$ cat config.mk
export PLATFORM = sky130hd
export DESIGN_NAME = hamming_byte_tx
export DESIGN_NICKNAME = d
export VERILOG_FILES = /design/src/rtl/hamming_pkg.sv /design/src/rtl/hamming_encode_core.sv /design/src/rtl/hamming_byte_tx.sv
export SDC_FILE = /design/constraint.sdc
export NUM_CORES = 1
export LEC_CHECK = 0
export ABC_AREA = 1
export CORE_AREA = 2 2 55 78
export CTS_CLUSTER_SIZE = 8
export DETAILED_ROUTE_END_ITERATION = 7
export DIE_AREA = 0 0 57 80
export PLACE_DENSITY = 0.78
export RECOVER_POWER = 50
export SETUP_SLACK_MARGIN = 0.4
export SYNTH_ARGS = -nofsm -noshare
export SYNTH_HDL_FRONTEND = slang
export SYNTH_SLANG_ARGS = --single-unit
$ cat constraint.sdc
create_clock -name clk -period 1.5 [get_ports clk]
set_input_delay 0.45 -clock clk [delete_from_list [all_inputs] [get_ports clk]]
set_output_delay 0.45 -clock clk [all_outputs]
set_load 0.02 [all_outputs]
$ cat src/rtl/hamming_pkg.sv
// hamming_pkg
//   Shared definitions for the Hamming(7,4) transmit and receive ends.
//   Both ends use the codeword bit map defined here:
//     [0]=p1 [1]=p2 [2]=d0 [3]=p4 [4]=d1 [5]=d2 [6]=d3 (even parity)
//   Contents:
//     nibble_t / codeword_t : data and code widths
//     P1..D3                : bit positions inside a codeword
//     tx_state_t            : byte transmitter FSM states
//     hamming_encode4()     : 4-bit nibble -> 7-bit codeword
package hamming_pkg;

   typedef logic [3:0] nibble_t;
   typedef logic [6:0] codeword_t;

   localparam int P1 = 0;
   localparam int P2 = 1;
   localparam int D0 = 2;
   localparam int P4 = 3;
   localparam int D1 = 4;
   localparam int D2 = 5;
   localparam int D3 = 6;

   typedef enum logic [1:0] {
      ST_IDLE    = 2'd0,
      ST_SEND_LO = 2'd1,
      ST_SEND_HI = 2'd2
   } tx_state_t;

   function automatic codeword_t hamming_encode4(input nibble_t d);
      codeword_t cw;
      cw[D0] = d[0];
      cw[D1] = d[1];
      cw[D2] = d[2];
      cw[D3] = d[3];
      cw[P1] = d[0] ^ d[1] ^ d[3];
      cw[P2] = d[0] ^ d[2] ^ d[3];
      cw[P4] = d[1] ^ d[2] ^ d[3];
      return cw;
   endfunction

endpackage

$ cat src/rtl/hamming_encode_core.sv
// hamming_encode_core
//   Purely combinational Hamming(7,4) encoder built on the shared package
//   function, so transmitter and decoder cannot drift apart on the bit map.
//   Ports:
//     nib  in  4  data nibble
//     cw   out 7  encoded codeword
module hamming_encode_core
   import hamming_pkg::*;
(
   input  logic [3:0] nib,
   output logic [6:0] cw
);

   assign cw = hamming_encode4(nib);

endmodule

$ cat src/rtl/hamming_byte_tx.sv
// hamming_byte_tx
//   Transmit end of the Hamming(7,4) link. Each accepted byte is sent as two
//   registered codewords, low nibble first, with optional single-bit error
//   injection on the low codeword to exercise the decoder's correction path.
//   Ports:
//     clk, rst_n            clock, asynchronous active-low reset
//     in_valid/in_ready     byte handshake, in_data[3:0] sent first
//     in_data[7:0]          byte to transmit
//     inject_en             sampled with the byte: corrupt its low codeword
//     inject_pos[2:0]       1..7 flips codeword bit pos-1, 0 = no flip
//     cw_valid/cw_ready     codeword handshake (cw_valid registered)
//     cw_data[6:0]          codeword (registered)
//     cw_count[CNT_W-1:0]   accepted codewords, wraps silently
module hamming_byte_tx
   import hamming_pkg::*;
#(
   parameter int CNT_W     = 16,
   parameter int INJECT_EN = 1
) (
   input  logic             clk,
   input  logic             rst_n,
   input  logic             in_valid,
   input  logic [7:0]       in_data,
   output logic             in_ready,
   input  logic             inject_en,
   input  logic [2:0]       inject_pos,
   output logic             cw_valid,
   output logic [6:0]       cw_data,
   input  logic             cw_ready,
   output logic [CNT_W-1:0] cw_count
);

   tx_state_t        state_q,    state_d;
   logic [6:0]       cw_data_q,  cw_data_d;
   logic             cw_valid_q, cw_valid_d;
   logic [3:0]       hi_nib_q,   hi_nib_d;
   logic [CNT_W-1:0] cw_count_q, cw_count_d;

   logic [6:0] lo_cw;
   logic [6:0] hi_cw;
   logic [6:0] flip_mask;
   logic       load_byte;
   logic       cw_fire;

   // Low codeword is encoded straight from the incoming byte; the high one
   // from the held nibble so it is ready the cycle the low one is taken.
   hamming_encode_core u_enc_lo (
      .nib (in_data[3:0]),
      .cw  (lo_cw)
   );

   hamming_encode_core u_enc_hi (
      .nib (hi_nib_q),
      .cw  (hi_cw)
   );

   if (INJECT_EN != 0) begin : g_inject
      always_comb begin
         flip_mask = '0;
         if (inject_en && (inject_pos != 3'd0)) begin
            flip_mask = 7'd1 << (inject_pos - 3'd1);
         end
      end
   end else begin : g_no_inject
      logic unused_inject;
      assign unused_inject = ^{inject_en, inject_pos};
      assign flip_mask     = '0;
   end

   // Depends only on state and cw_ready, never on in_valid.
   always_comb begin
      in_ready = 1'b0;
      case (state_q)
         ST_IDLE:    in_ready = 1'b1;
         ST_SEND_LO: in_ready = 1'b0;
         ST_SEND_HI: in_ready = cw_ready;
         default:    in_ready = 1'b0;
      endcase
   end

   assign load_byte = in_valid & in_ready;
   assign cw_fire   = cw_valid_q & cw_ready;

   // NOTE: every variable gets a default before the case so no path leaves
   // it unassigned; otherwise synthesis infers a latch.
   always_comb begin
      state_d    = state_q;
      cw_data_d  = cw_data_q;
      cw_valid_d = cw_valid_q;
      hi_nib_d   = hi_nib_q;
      cw_count_d = cw_fire ? cw_count_q + CNT_W'(1) : cw_count_q;

      case (state_q)
         ST_IDLE: begin
            cw_valid_d = 1'b0;
         end
         ST_SEND_LO: begin
            if (cw_ready) begin
               state_d   = ST_SEND_HI;
               cw_data_d = hi_cw;
            end
         end
         ST_SEND_HI: begin
            if (cw_ready && !in_valid) begin
               state_d    = ST_IDLE;
               cw_valid_d = 1'b0;
            end
         end
         default: begin
            state_d    = ST_IDLE;
            cw_valid_d = 1'b0;
         end
      endcase

      // A byte taken in IDLE or on the SEND_HI handshake goes out next cycle,
      // giving back-to-back codewords with no bubble.
      if (load_byte) begin
         state_d    = ST_SEND_LO;
         cw_valid_d = 1'b1;
         cw_data_d  = lo_cw ^ flip_mask;
         hi_nib_d   = in_data[7:4];
      end
   end

   // NOTE: sequential state uses non-blocking assignments so every flop
   // samples the pre-edge values regardless of statement order.
   always_ff @(posedge clk or negedge rst_n) begin
      if (!rst_n) begin
         state_q    <= ST_IDLE;
         cw_data_q  <= '0;
         cw_valid_q <= 1'b0;
         hi_nib_q   <= '0;
         cw_count_q <= '0;
      end else begin
         state_q    <= state_d;
         cw_data_q  <= cw_data_d;
         cw_valid_q <= cw_valid_d;
         hi_nib_q   <= hi_nib_d;
         cw_count_q <= cw_count_d;
      end
   end

   assign cw_valid = cw_valid_q;
   assign cw_data  = cw_data_q;
   assign cw_count = cw_count_q;

endmodule

==> implementation parameters <==
Parameter                              Value

Worst setup path
  Kind of cell with the highest combined delay on the critical path ... buffers and inverters
  Sort of element at the start of the critical path ... flip-flop
  Highest cell delay on the worst timing path ... 380 ps
  Endpoint required time on the critical path ... around 1700 ps
  Worst Setup End Kind ... flip-flop
  CP Class ... reg -> reg
  Crit-path cells ... inv_2, nor2_4, nor2_4, buf_6, buf_8, nand2_8, buf_6, nand3_2, o21ai_2, inv_1, nand2_1
  CP max FO ... 5
  Crit path arrival time ... 1740 ps
  Crit path buf inv count ... 5
  Highest-delay cell along the critical path ... dfrtp_1

Timing
  Final-report max-slew violation count ... 0
  Count of final hold-check violations ... 0
  Slew HR ... 0.464
  Worst-Margin Slew ... 804 ps
  Achievable clock frequency ... 0.640 GHz
  Setup violations, final ... 4
  Period utilization ... 1.04
  Minimum setup slack in the final design ... -62.8 ps
  Largest clock skew in the final design ... 14.8 ps
  Total negative slack for setup checks ... -77.2 ps
  Shortest clock period the worst path allows after layout ... 1560 ps
  Unrepaired setup endpoints after global routing ... yes

Synth
  Synthesized area per cell ... 7.09 µm²
  Primary FF master, synth ... dfrtp_1
  EDFF count, synth ... 0
  Share of the yosys chip area belonging to registers ... 0.391
  Mapped Area ... 1920 µm²
  Count of unique library cells instantiated by Yosys ... 24
  Number of synthesized register bits ... 30
  Number of synthesis warnings ... 0
  Post-synthesis instance total ... roughly 270
  Post-synth ARST share ... 1.00
  Synthesized net count ... 289

Final layout
  Number of non-filler instances in the completed layout ... 438
  Count of inserted antenna diode cells ... 0
  # nets final ... ~400
  Most frequent cells in the layout ... nand2_1 (84), buf_6 (50), buf_4 (43), inv_1 (26), nand3_1 (21)
  Area growth from synthesis to final layout ... 84.0%
  Leading cell type in the layout, fill and taps excluded ... nand2_1
  Fill cell count ... between 150 and 200
  Fraction of final layout cells sized beyond drive strength 1 ... 0.504

Placement
  Placer Congestion ... between 0.8 and 0.9
  Placed Instances ... slightly below 400
  Port bufs ... 40
  DP HPWL ... 3620 µm

Floorplanning
  Row count ... 27
  Die X-Extent ... 57 µm
  Height of the die ... 80 µm
  IO Count ... a little over 40
  Effective utilization at floorplan ... 0.499
  Core region area ... 3850 µm²
  Total Die Area ... approximately 4600 µm²

Global routing
  Number of global-route vias before repair ... around 2200
  Number of antenna violations at the first check in global routing ... 0
  Remaining global-route overflow ... 0
  Largest net degree at the start of global routing ... 31
  Global-route wire length before repair ... 10100 µm
  Overall Global Routing Usage ... 0.287

Clocking
  Deepest level of the CTS H-tree ... 2
  Clock latency of the later-clocked register in the worst-skew pair ... 300 ps
  Num CTS Buffers ... 5
  Master cell of the clock root buffer ... clkbuf_8
  TritonCTS clock tree ... done
  Clock-pin slew of the registers on the worst-case setup and hold paths ... 80 ps
  Number of sinks driven by the clock tree ... 30
  Longest Clk Path Bufs ... 2

Power
  Switching Power ... 2500 µW
  Power density cells ... 1570 nW/µm²
  P_leak ... 0.00184 µW
  Switch share ... 0.452
  Internal power ... 3030 µW
  Proportion of power drawn by combinational gates ... 0.623
  Seq pwr share ... 0.250
  Worst-case vdd ir drop ... 1840 µV
  Relative contribution of the clock network to total power ... 0.127

Route
  Number of antenna-violating nets in the routed design ... 0
  Average detailed-routed wire length per instance ... 23.3 µm
  DRT Pass-1 Iters ... 8
  Violation count after the first detailed-routing iteration ... 251
  Detailed-route vias per instance ... 6.13
  Via total after detailed routing ... 2687
  Final wirelength ... 10200 µm
  Remaining routing DRC violations ... 0

Flow run
  Max-cap violation count ... 0

Run status
  Result of the run ... finished with violations
  Violated checks ... negative setup slack

Hold path
  Min-Delay Path Class ... in -> reg
[what timing repair did]
action                     4_1_cts  5_1_grt
gates resized for setup        216       50
setup endpoints to repair       55       53
cloned                           2        0
pin swaps                       18       34
buffers inserted                15       16
hold buffers                     0        0
[synthesized netlist by cell type (2+ instances only)]
cell type / n / share of area
nand4_1: 4 / 0.013
nand3_1: 29 / 0.076
xor2_1: 8 / 0.036
nand2_2: 5 / 0.016
nand2_4: 2 / 0.012
ha_1: 2 / 0.013
inv_2: 2 / 0.0039
nand2_1: 104 / 0.20
nor2_2: 2 / 0.0065
nor2_1: 18 / 0.035
nor2_4: 4 / 0.023
o21ai_1: 5 / 0.013
dfrtp_1: 30 / 0.39
o21ai_0: 5 / 0.013
inv_1: 34 / 0.066
a21oi_2: 4 / 0.018
xnor2_1: 6 / 0.027
[sequential cells by signal, indices dropped and copies added, names as in the netlist]
| register | count |
|---|---|
| hi_nib_q | 4 |
| cw_valid | 1 |
| cw_data | 7 |
| state_q | 2 |
| cw_count | 16 |
[power by group through the flow]
stage          logic [µW]  registers, µW  clock network, µW
6_report             3450           1390                703
5_1_grt              3590           1400                735
4_1_cts              2700           1340                675
3_5_place_dp         2230           1300                  0
3_3_place_gp         2180           1290                  0
2_1_floorplan         979           1560                  0
[metrics by stage]
| step | cell area, µm² | worst slack [ps] | hold WS, ps | total power (µW) | util |
|---|---|---|---|---|---|
| 6_report | 3540 | -62.8 | 580 | 5540 | 0.918 |
| 3_5_place_dp | 2850 | -701 | 501 | 3520 | 0.740 |
| 4_1_cts | 3290 | 68.8 | 532 | 4720 | 0.854 |
| 3_3_place_gp | 2850 | -681 | 488 | 3460 | 0.740 |
| 2_1_floorplan | 2050 | 219 | 154 | 2540 | - |
| 5_1_grt | 3540 | -203 | 564 | 5720 | 0.918 |
[layout make-up]
class	instances	area, µm²	share of cell area
tap	43	53.8	0.0152
clock buffer	7	86.3	0.0244
clock inverter	1	5.00	0.00142
timing repair buffer	118	1110	0.315
sequential	30	768	0.217
multi-input combinational	202	1350	0.382
inverter	37	159	0.0449
[final timing paths]
path	cells past startpoint	endpoint	start	slack [ps]
max reg2reg	11	cw_data[4]	state_q[1]	-60
max in group asynchronous	2	cw_count[7]	rst_n	200
max	11	cw_data[4]	state_q[1]	-60
min in group asynchronous	2	cw_data[4]	rst_n	740
min	3	state_q[0]	cw_ready	580
min reg2reg	2	cw_count[3]	cw_count[3]	610
[routing by layer]
metal	wire length, µm	part of all wire	GRT usage
met1	2990	0.29	0.278
met2	5020	0.49	0.526
met3	940	0.092	0.0421
met4	1240	0.12	0.228
met5	0	0	0
[cell families (layout without fill, tap and decap cells)]
logic type      Yosys count  in the layout  share of synthesized area
compound gates           14             14                     0.0443
simple gates            171            172                      0.403
flops                    30             30                      0.391
xor+xnor                 14             14                     0.0638
fa+ha+maj                 2              2                     0.0130
buf+inv                  40            163                     0.0853
[worst reg2reg max path: stages, from the launching register on]
cell     delay, ps
dfrtp_1        380
inv_2           90
nor2_4          60
nor2_4         100
buf_6          110
buf_8          130
nand2_8        100
buf_6          180
nand3_2         80
o21ai_2         70
inv_1           90
nand2_1         80
Note: power is estimated with default switching activity, not from simulation.
